File: config.mk
export PLATFORM = sky130hd
export DESIGN_NAME = uart_tx_fifo
export DESIGN_NICKNAME = d
export VERILOG_FILES = /design/src/rtl/uart_tx_fifo.sv
export SDC_FILE = /design/constraint.sdc
export NUM_CORES = 1
export LEC_CHECK = 0
export BUFFER_PORTS_ARGS = -buffer_cell sky130_fd_sc_hd__buf_2
export CAP_MARGIN = 40
export CELL_PAD_IN_SITES_DETAIL_PLACEMENT = 2
export CELL_PAD_IN_SITES_GLOBAL_PLACEMENT = 2
export CORE_MARGIN = 3
export CORE_UTILIZATION = 43
export CTS_CLUSTER_DIAMETER = 150
export DETAILED_ROUTE_END_ITERATION = 8
export PLACE_DENSITY = 0.86
export SLEW_MARGIN = 25
export SYNTH_ARGS = -nofsm -noshare
export SYNTH_HDL_FRONTEND = slang
export SYNTH_SLANG_ARGS = --single-unit
File: constraint.sdc
create_clock -name clk -period 2.7 [get_ports clk]
set_clock_uncertainty 0.15 [all_clocks]
set_input_delay 0.405 -clock clk [delete_from_list [all_inputs] [get_ports clk]]
set_output_delay 0.405 -clock clk [all_outputs]
set_load 0.02 [all_outputs]
File: src/rtl/uart_tx_fifo.sv
// Buffered 8N1 UART transmitter: byte FIFO feeding a start/data/stop serializer.
// Frames leave LSB first and queued bytes go out back-to-back.
module uart_tx_fifo #(
  parameter int unsigned BAUD_RATE    = 9600,
  parameter int unsigned SYS_CLK_FREQ = 12000000,
  parameter int unsigned FIFO_DEPTH   = 16
) (
  input  logic                          clk,
  input  logic                          nrst,
  input  logic                          wr_en,
  input  logic [7:0]                    wr_data,
  output logic                          full,
  output logic                          empty,
  output logic [$clog2(FIFO_DEPTH):0]   count,
  output logic                          overflow,
  output logic                          busy,
  output logic                          tx
);

  localparam int unsigned CLKS_PER_BIT = SYS_CLK_FREQ / BAUD_RATE;
  localparam int unsigned BIT_CNT_W    = (CLKS_PER_BIT > 2) ? $clog2(CLKS_PER_BIT) : 1;
  localparam int unsigned PTR_W        = $clog2(FIFO_DEPTH);
  localparam int unsigned CNT_W        = PTR_W + 1;

  if (CLKS_PER_BIT < 2) begin : g_bad_baud
    $error("uart_tx_fifo: SYS_CLK_FREQ / BAUD_RATE must be at least 2");
  end
  if ((FIFO_DEPTH < 2) || ((FIFO_DEPTH & (FIFO_DEPTH - 1)) != 0)) begin : g_bad_depth
    $error("uart_tx_fifo: FIFO_DEPTH must be a power of two, at least 2");
  end

  typedef enum logic [1:0] {
    S_IDLE,
    S_START,
    S_DATA,
    S_STOP
  } state_t;

  logic [7:0]           mem [FIFO_DEPTH];
  logic [PTR_W-1:0]     wr_ptr;
  logic [PTR_W-1:0]     rd_ptr;
  logic [CNT_W-1:0]     count_d;
  logic                 push;
  logic                 pop;

  state_t               state_q;
  state_t               state_d;
  logic [BIT_CNT_W-1:0] bit_cnt_q;
  logic [BIT_CNT_W-1:0] bit_cnt_d;
  logic [2:0]           bit_idx_q;
  logic [2:0]           bit_idx_d;
  logic [7:0]           shift_q;
  logic [7:0]           shift_d;
  logic                 bit_last;
  logic                 tx_d;
  logic                 busy_d;

  // Pushes are gated by the registered full flag, so a same-cycle pop never frees a slot.
  assign push     = wr_en & ~full;
  assign bit_last = (bit_cnt_q == BIT_CNT_W'(CLKS_PER_BIT - 1));

  always_comb begin
    count_d = count;
    unique case ({push, pop})
      2'b10:   count_d = count + CNT_W'(1);
      2'b01:   count_d = count - CNT_W'(1);
      default: count_d = count;
    endcase
  end

  // FIFO pointers, occupancy and flags
  always_ff @(posedge clk or negedge nrst) begin
    if (!nrst) begin
      wr_ptr   <= '0;
      rd_ptr   <= '0;
      count    <= '0;
      full     <= 1'b0;
      empty    <= 1'b1;
      overflow <= 1'b0;
    end else begin
      if (push) wr_ptr <= wr_ptr + PTR_W'(1);
      if (pop)  rd_ptr <= rd_ptr + PTR_W'(1);
      count    <= count_d;
      full     <= (count_d == CNT_W'(FIFO_DEPTH));
      empty    <= (count_d == '0);
      overflow <= wr_en & full;
    end
  end

  // Storage needs no reset; occupancy alone says which entries are valid.
  always_ff @(posedge clk) begin
    if (push) mem[wr_ptr] <= wr_data;
  end

  // Serializer state register
  always_ff @(posedge clk or negedge nrst) begin
    if (!nrst) begin
      state_q   <= S_IDLE;
      bit_cnt_q <= '0;
      bit_idx_q <= '0;
      shift_q   <= '0;
      tx        <= 1'b1;
      busy      <= 1'b0;
    end else begin
      state_q   <= state_d;
      bit_cnt_q <= bit_cnt_d;
      bit_idx_q <= bit_idx_d;
      shift_q   <= shift_d;
      tx        <= tx_d;
      busy      <= busy_d;
    end
  end

  // Next state, pop decision and next line level
  always_comb begin
    state_d   = state_q;
    bit_cnt_d = bit_last ? '0 : bit_cnt_q + BIT_CNT_W'(1);
    bit_idx_d = bit_idx_q;
    shift_d   = shift_q;
    pop       = 1'b0;
    tx_d      = 1'b1;
    busy_d    = 1'b0;

    unique case (state_q)
      S_IDLE: begin
        bit_cnt_d = '0;
        if (!empty) begin
          pop     = 1'b1;
          shift_d = mem[rd_ptr];
          state_d = S_START;
        end
      end
      S_START: begin
        if (bit_last) begin
          bit_idx_d = '0;
          state_d   = S_DATA;
        end
      end
      S_DATA: begin
        if (bit_last) begin
          shift_d   = {1'b0, shift_q[7:1]};
          bit_idx_d = bit_idx_q + 3'd1;
          if (bit_idx_q == 3'd7) state_d = S_STOP;
        end
      end
      S_STOP: begin
        if (bit_last) begin
          if (!empty) begin
            pop     = 1'b1;
            shift_d = mem[rd_ptr];
            state_d = S_START;
          end else begin
            state_d = S_IDLE;
          end
        end
      end
      default: state_d = S_IDLE;
    endcase

    // Line level follows the state being entered so tx comes straight from a flop.
    unique case (state_d)
      S_START: tx_d = 1'b0;
      S_DATA:  tx_d = shift_d[0];
      default: tx_d = 1'b1;
    endcase
    busy_d = (state_d != S_IDLE);
  end

endmodule

Word-level counts from Yosys, hierarchy flattened
Memories as Yosys holds them, arrays and structs flattened.
Cells that the tools add are included.
{ "word_totals": {"ff_bits": 42, "ram_bits": 128, "in_bits": 11, "output_inout_bits": 10, "word_cells": 66, "n_memories": 1} }
{ "classes": {"add_sub_neg": 6, "eq_ne": 13, "mux": 23, "n_bitwise": 3, "reduce_logical": 7} }
{ "memory_table": {"columns": ["memory", "words", "width", "read_ports", "rd_ports_with_merged_regs", "write_ports", "line", "source"], "rows": [
  ["mem", 16, 8, 1, 0, 1, "39", "logic [7:0] mem [FIFO_DEPTH];"]
]} }
{ "op_table": {"columns": ["op", "count"], "rows": [
  ["8-bit two-way mux", 3],
  ["8-bit one-hot mux with 3 select lines", 1],
  ["11-bit two-way mux", 2],
  ["11-bit by 1-bit adder with 11-bit output (second input constant)", 1],
  ["11-bit == test (second input constant)", 1],
  ["2-bit two-way mux", 5],
  ["5-bit one-hot mux with 2 select lines", 1],
  ["4-bit by 1-bit adder with 4-bit output (second input constant)", 2],
  ["2-bit == test (second input constant)", 4],
  ["2-bit one-hot mux with 4 select lines", 1],
  ["2-bit by 1-bit == test with 1-bit output (second input constant)", 3],
  ["3-bit two-way mux", 2],
  ["2-bit != test (second input constant)", 3],
  ["3-bit one-hot mux with 2 select lines", 1],
  ["3-bit AND reduction", 2],
  ["5-bit by 1-bit adder with 5-bit output (second input constant)", 1],
  ["5-bit == test (second input constant)", 1],
  ["5-bit logical NOT", 1],
  ["1-bit two-way mux", 5],
  ["5-bit by 1-bit subtractor with 5-bit output (second input constant)", 1],
  ["1-bit one-hot mux with 2 select lines", 2],
  ["2-bit nonzero test", 2],
  ["3-bit by 1-bit adder with 3-bit output (second input constant)", 1],
  ["3-bit == test (second input constant)", 1],
  ["4 further kinds", 5]
]} }

Longest topological paths before layout
{ "logic_depth": {"word_depth": 6, "ltp_mapped": 13} }

Worst setup path before layout
No wires, ideal clock.
{ "synth_path": {"path_type": "reg2reg", "from": "reg bit_cnt_q[0]", "to": "reg full", "arrival_ns": 2.741, "slack_ns": -0.280, "path_stages_with_launch": 12, "n_path_buf": 1, "cell_sequence": "dfrtp_1 ha_1 and4bb_1 a41oi_1 nor3_2 ha_1 clkbuf_1 nor3_1 and3_1 a311oi_1 xnor2_1 nor3b_1"} }
{ "synth_between": {"elab_chain_len": 6} }
{ "synth_rtl": {"columns": ["item", "line", "source"], "rows": [
  ["start, declared", "48", "logic [BIT_CNT_W-1:0] bit_cnt_q;"],
  ["start signal, assigned", "106", "bit_cnt_q <= bit_cnt_d;"],
  ["11-bit == test *", "60", "assign bit_last = (bit_cnt_q == BIT_CNT_W'(CLKS_PER_BIT - 1));"],
  ["1-bit two-way mux *", "147", "if (bit_last) begin"],
  ["1-bit one-hot mux with 2 select lines *", "124", "unique case (state_q)"],
  ["2-bit by 1-bit == test with 1-bit output or 2-bit == test (tied branches)", "64", "unique case ({push, pop})"],
  ["5-bit one-hot mux with 2 select lines *", "64", null],
  ["via count_d[4]", "42", "logic [CNT_W-1:0] count_d;"],
  ["5-bit == test *", "84", "full <= (count_d == CNT_W'(FIFO_DEPTH));"],
  ["end signal, assigned", "84", null],
  ["end, declared", "12", "output logic full,"]
]} }
Mark *: on every way through the listed nets, which the timed path passes. The rest lies on a longest branch.
A chain may end at the register's enable or synchronous reset.

Final worst setup path
{ "layout_path": {"from": "reg state_q[0]", "to": "reg empty"} }
{ "layout_between": {"elab_chain_len": 5} }
{ "layout_rtl": {"columns": ["item", "line", "source"], "rows": [
  ["start, declared", "46", "state_t state_q;"],
  ["start signal, assigned", "105", "state_q <= state_d;"],
  ["2-bit == test or 2-bit logical NOT (tied branches)", "124", null],
  ["1-bit one-hot mux with 2 select lines *", "124", null],
  ["2-bit by 1-bit == test with 1-bit output or 2-bit == test (tied branches)", "64", null],
  ["5-bit one-hot mux with 2 select lines *", "64", null],
  ["via count_d[4]", "42", null],
  ["5-bit logical NOT *", "85", "empty <= (count_d == '0);"],
  ["end signal, assigned", "85", null],
  ["end, declared", "13", "output logic empty,"]
]} }
Marks and branches as above.

==> metrics.txt <==
Post-Syn Nets=438; outcome=finished with violations; element type at the critical path end=flop; CP endpoint=empty; reg-to-reg critical path startpoint=state_q[0]; DP Wirelength=12.1 mm; number of flops mapped to enable cells by yosys=128; Least-Margin Pin Slew=589 ps; Pwr Density=1070 mW/mm2; Distinct cells, synth=51; CP Max Fanout=4; DRT antenna net count=0; I/O Pins=21; core area=0.0162 mm2; Max Freq=329 MHz; All-Layer GR Usage=22.0%; Die X=136 um; Synth Area in XOR/XNOR=2.42%; worst reg2reg path endpoint=empty; Yosys reg bits=170; Synth Area in Compound Gates=4.22%; crit start category=flop; crit path from=state_q[0]; initial antenna violation count=0; clock tree root buffer cell=clkbuf_16; Antenna diodes=0; multiplexer share of the synthesized area=13.8%; FFs w/ async S/R, synth=24.7%; R2R setup slack=-340 ps; Synth Instances=411; gr ovfl total=0; Fin. Hold Viols=0; Tcrit/Tclk final=113%; Avg WL per Cell=27.6 um; Peak supply drop=533 uV; Core Util, Final=53.6%; vias per std cell=5.80; Crit path arrival time=3240 ps; synthesized area=0.00724 mm2; H-tree depth=4; P_leak=3.20 nW; Hold WC Path Type=primary input to flop; Rows=46; NumNets Final=503; via count=4086; Min Clock Period, post-route=3040 ps; Simple-Gate Fraction of Synth Area=7.30%; vias in the first global route=4723; Clock Sinks=170; WL final=19.5 mm; slew margin rel.=60.7%; Post-Synth Adder-Cell Area=2.77%; Critical Path RT=2900 ps; max-slew violation count=0; area grow syn2layout=19.7%; largest net degree at the start of global routing=43; Reg clk slew, reported paths=70 ps; post-synthesis sequential area ratio=67.7%; top_reg_cell synth=edfxtp_1; first-pass GRT wire length=29.3 mm; CTS max path bufs=2; final worst setup slack=-338 ps; Die ar.=0.0184 mm2; Synth Area per Inst=17.6 um2; commonest cells after routing, fill and taps aside=edfxtp_1, dfrtp_1, buf_4, mux4_2, nor2_1; failing checks=negative setup slack; max-cap viol count=0; first drt pass iteration count=4; starting density of the core=44.7%; layout cells sized above 1=31.7%; drt drc=0; Die Ht=136 um; Placed Instances=659; Finish-stage setup viols=4; First DRT Iteration DRCs=288; WHS=60.7 ps; fin cells=705; Final Wtd Congestion=0.725; largest family of logic cells by synthesized area=multiplexers; RSZ-0062 raised after global routing=yes; TritonCTS clock tree=done; Worst Setup Path Type=flop to flop; yosys warns=0; commonest non-fill, non-tap cell in the layout=edfxtp_1; Port Buffers=20; Worst R2R Path Depth=12; Clock Latency Late Sink=440 ps; CTS buffer count=17
## worst max-delay path: stages (launching register included)
cell,delay (ps)
dfrtp_1,410
inv_1,120
ha_1,370
nor3_2,170
and2_4,190
xor2_2,170
ha_2,260
nor2_1,90
and3_1,220
a311oi_2,280
xnor2_1,140
buf_4,160
nor3_1,190
## area by class of cell
cell class	instances	area (um2)
clock buffer	17	425
clock inverter	15	184
fill	1406	7510
inverter	9	33.8
multi-input combinational	215	2380
sequential	170	4900
tap	216	270
timing repair buffer	63	467
## sequential cells by signal (all words and copies together) (netlist names)
name / flops
bit_idx_q: 3
wr_ptr: 4
rd_ptr: 4
empty: 1
full: 1
bit_cnt_q: 11
overflow: 1
busy: 1
shift_q: 8
tx: 1
mem: 128
state_q: 2
count: 5
## synthesized netlist by cell type, types with 2 or more instances
cell / count / area [um2]
edfxtp_1: 128 / 3840
dfrtp_1: 40 / 1000
mux4_2: 24 / 541
nor2_1: 23 / 86.3
and2_1: 19 / 119
ha_1: 16 / 200
mux4_1: 15 / 394
and3_1: 12 / 75.1
xnor2_1: 11 / 96.3
clkbuf_1: 9 / 33.8
inv_1: 9 / 33.8
nand2_1: 9 / 33.8
xor2_1: 9 / 78.8
nor3_1: 8 / 40.0
a221o_1: 7 / 70.1
a21oi_1: 6 / 30.0
nand3_1: 5 / 25.0
o21ai_0: 5 / 25.0
buf_1: 4 / 15.0
mux2i_1: 4 / 40.0
nand4_1: 4 / 25.0
nor2b_1: 4 / 25.0
a31oi_1: 3 / 18.8
a32o_1: 3 / 30.0
a211oi_1: 2 / 15.0
dfstp_2: 2 / 52.6
mux2_2: 2 / 22.5
nor3_2: 2 / 20.0
nor3b_1: 2 / 15.0
o31a_1: 2 / 17.5
or2_2: 2 / 12.5
## worst min-delay path by stage
stage / from / end / cells past startpoint
floorplan: nrst / bit_cnt_q[0] / 0
global placement: bit_idx_q[1] / bit_idx_q[1] / 1
detailed placement: shift_q[3] / shift_q[2] / 1
CTS: wr_en / overflow / 2
global route: wr_en / overflow / 2
finish: wr_en / overflow / 2
## stage by stage
| stage | instance area (um2) | setup slack (ps) | setup TNS [ps] | power [W] |
|---|---|---|---|---|
| floorplan | 7300 | -35.8 | -35.8 | 0.00541 |
| global placement | 7820 | -16.9 | -16.9 | 0.00614 |
| detailed placement | 7820 | -370 | -652 | 0.00640 |
| CTS | 8540 | -259 | -632 | 0.00905 |
| global route | 8660 | -477 | -1490 | 0.00965 |
| finish | 8660 | -338 | -952 | 0.00924 |
## cell families after synthesis
family | after synthesis
flops | 170
xor+xnor | 20
simple gates | 95
compound gates | 39
fa+ha+maj | 16
mux | 45
buf+inv | 26
## repair_timing
item,in CTS,in global routing
resized for setup,6,16
setup buffers,8,5
pin swaps,7,10
cloned,0,0
hold buffers,1,0
endpoints found under the hold margin,40,0
setup endpoints to repair,4,12
## layer usage
layer,routed length [um],up-vias,track usage [%]
met5,0,-,0
met3,607,38,3.97
met4,621,0,7.05
li1,-,1768,-
met2,10400,104,39.4
met1,7820,2176,27.0
## where the power goes
part	internal (W)	total, W	switching [W]
logic	0.00148	0.00313	0.00165
registers	0.00324	0.00362	0.000388
clock network	0.00126	0.00249	0.00123
No activity file was read; power rests on OpenSTA's default activity.
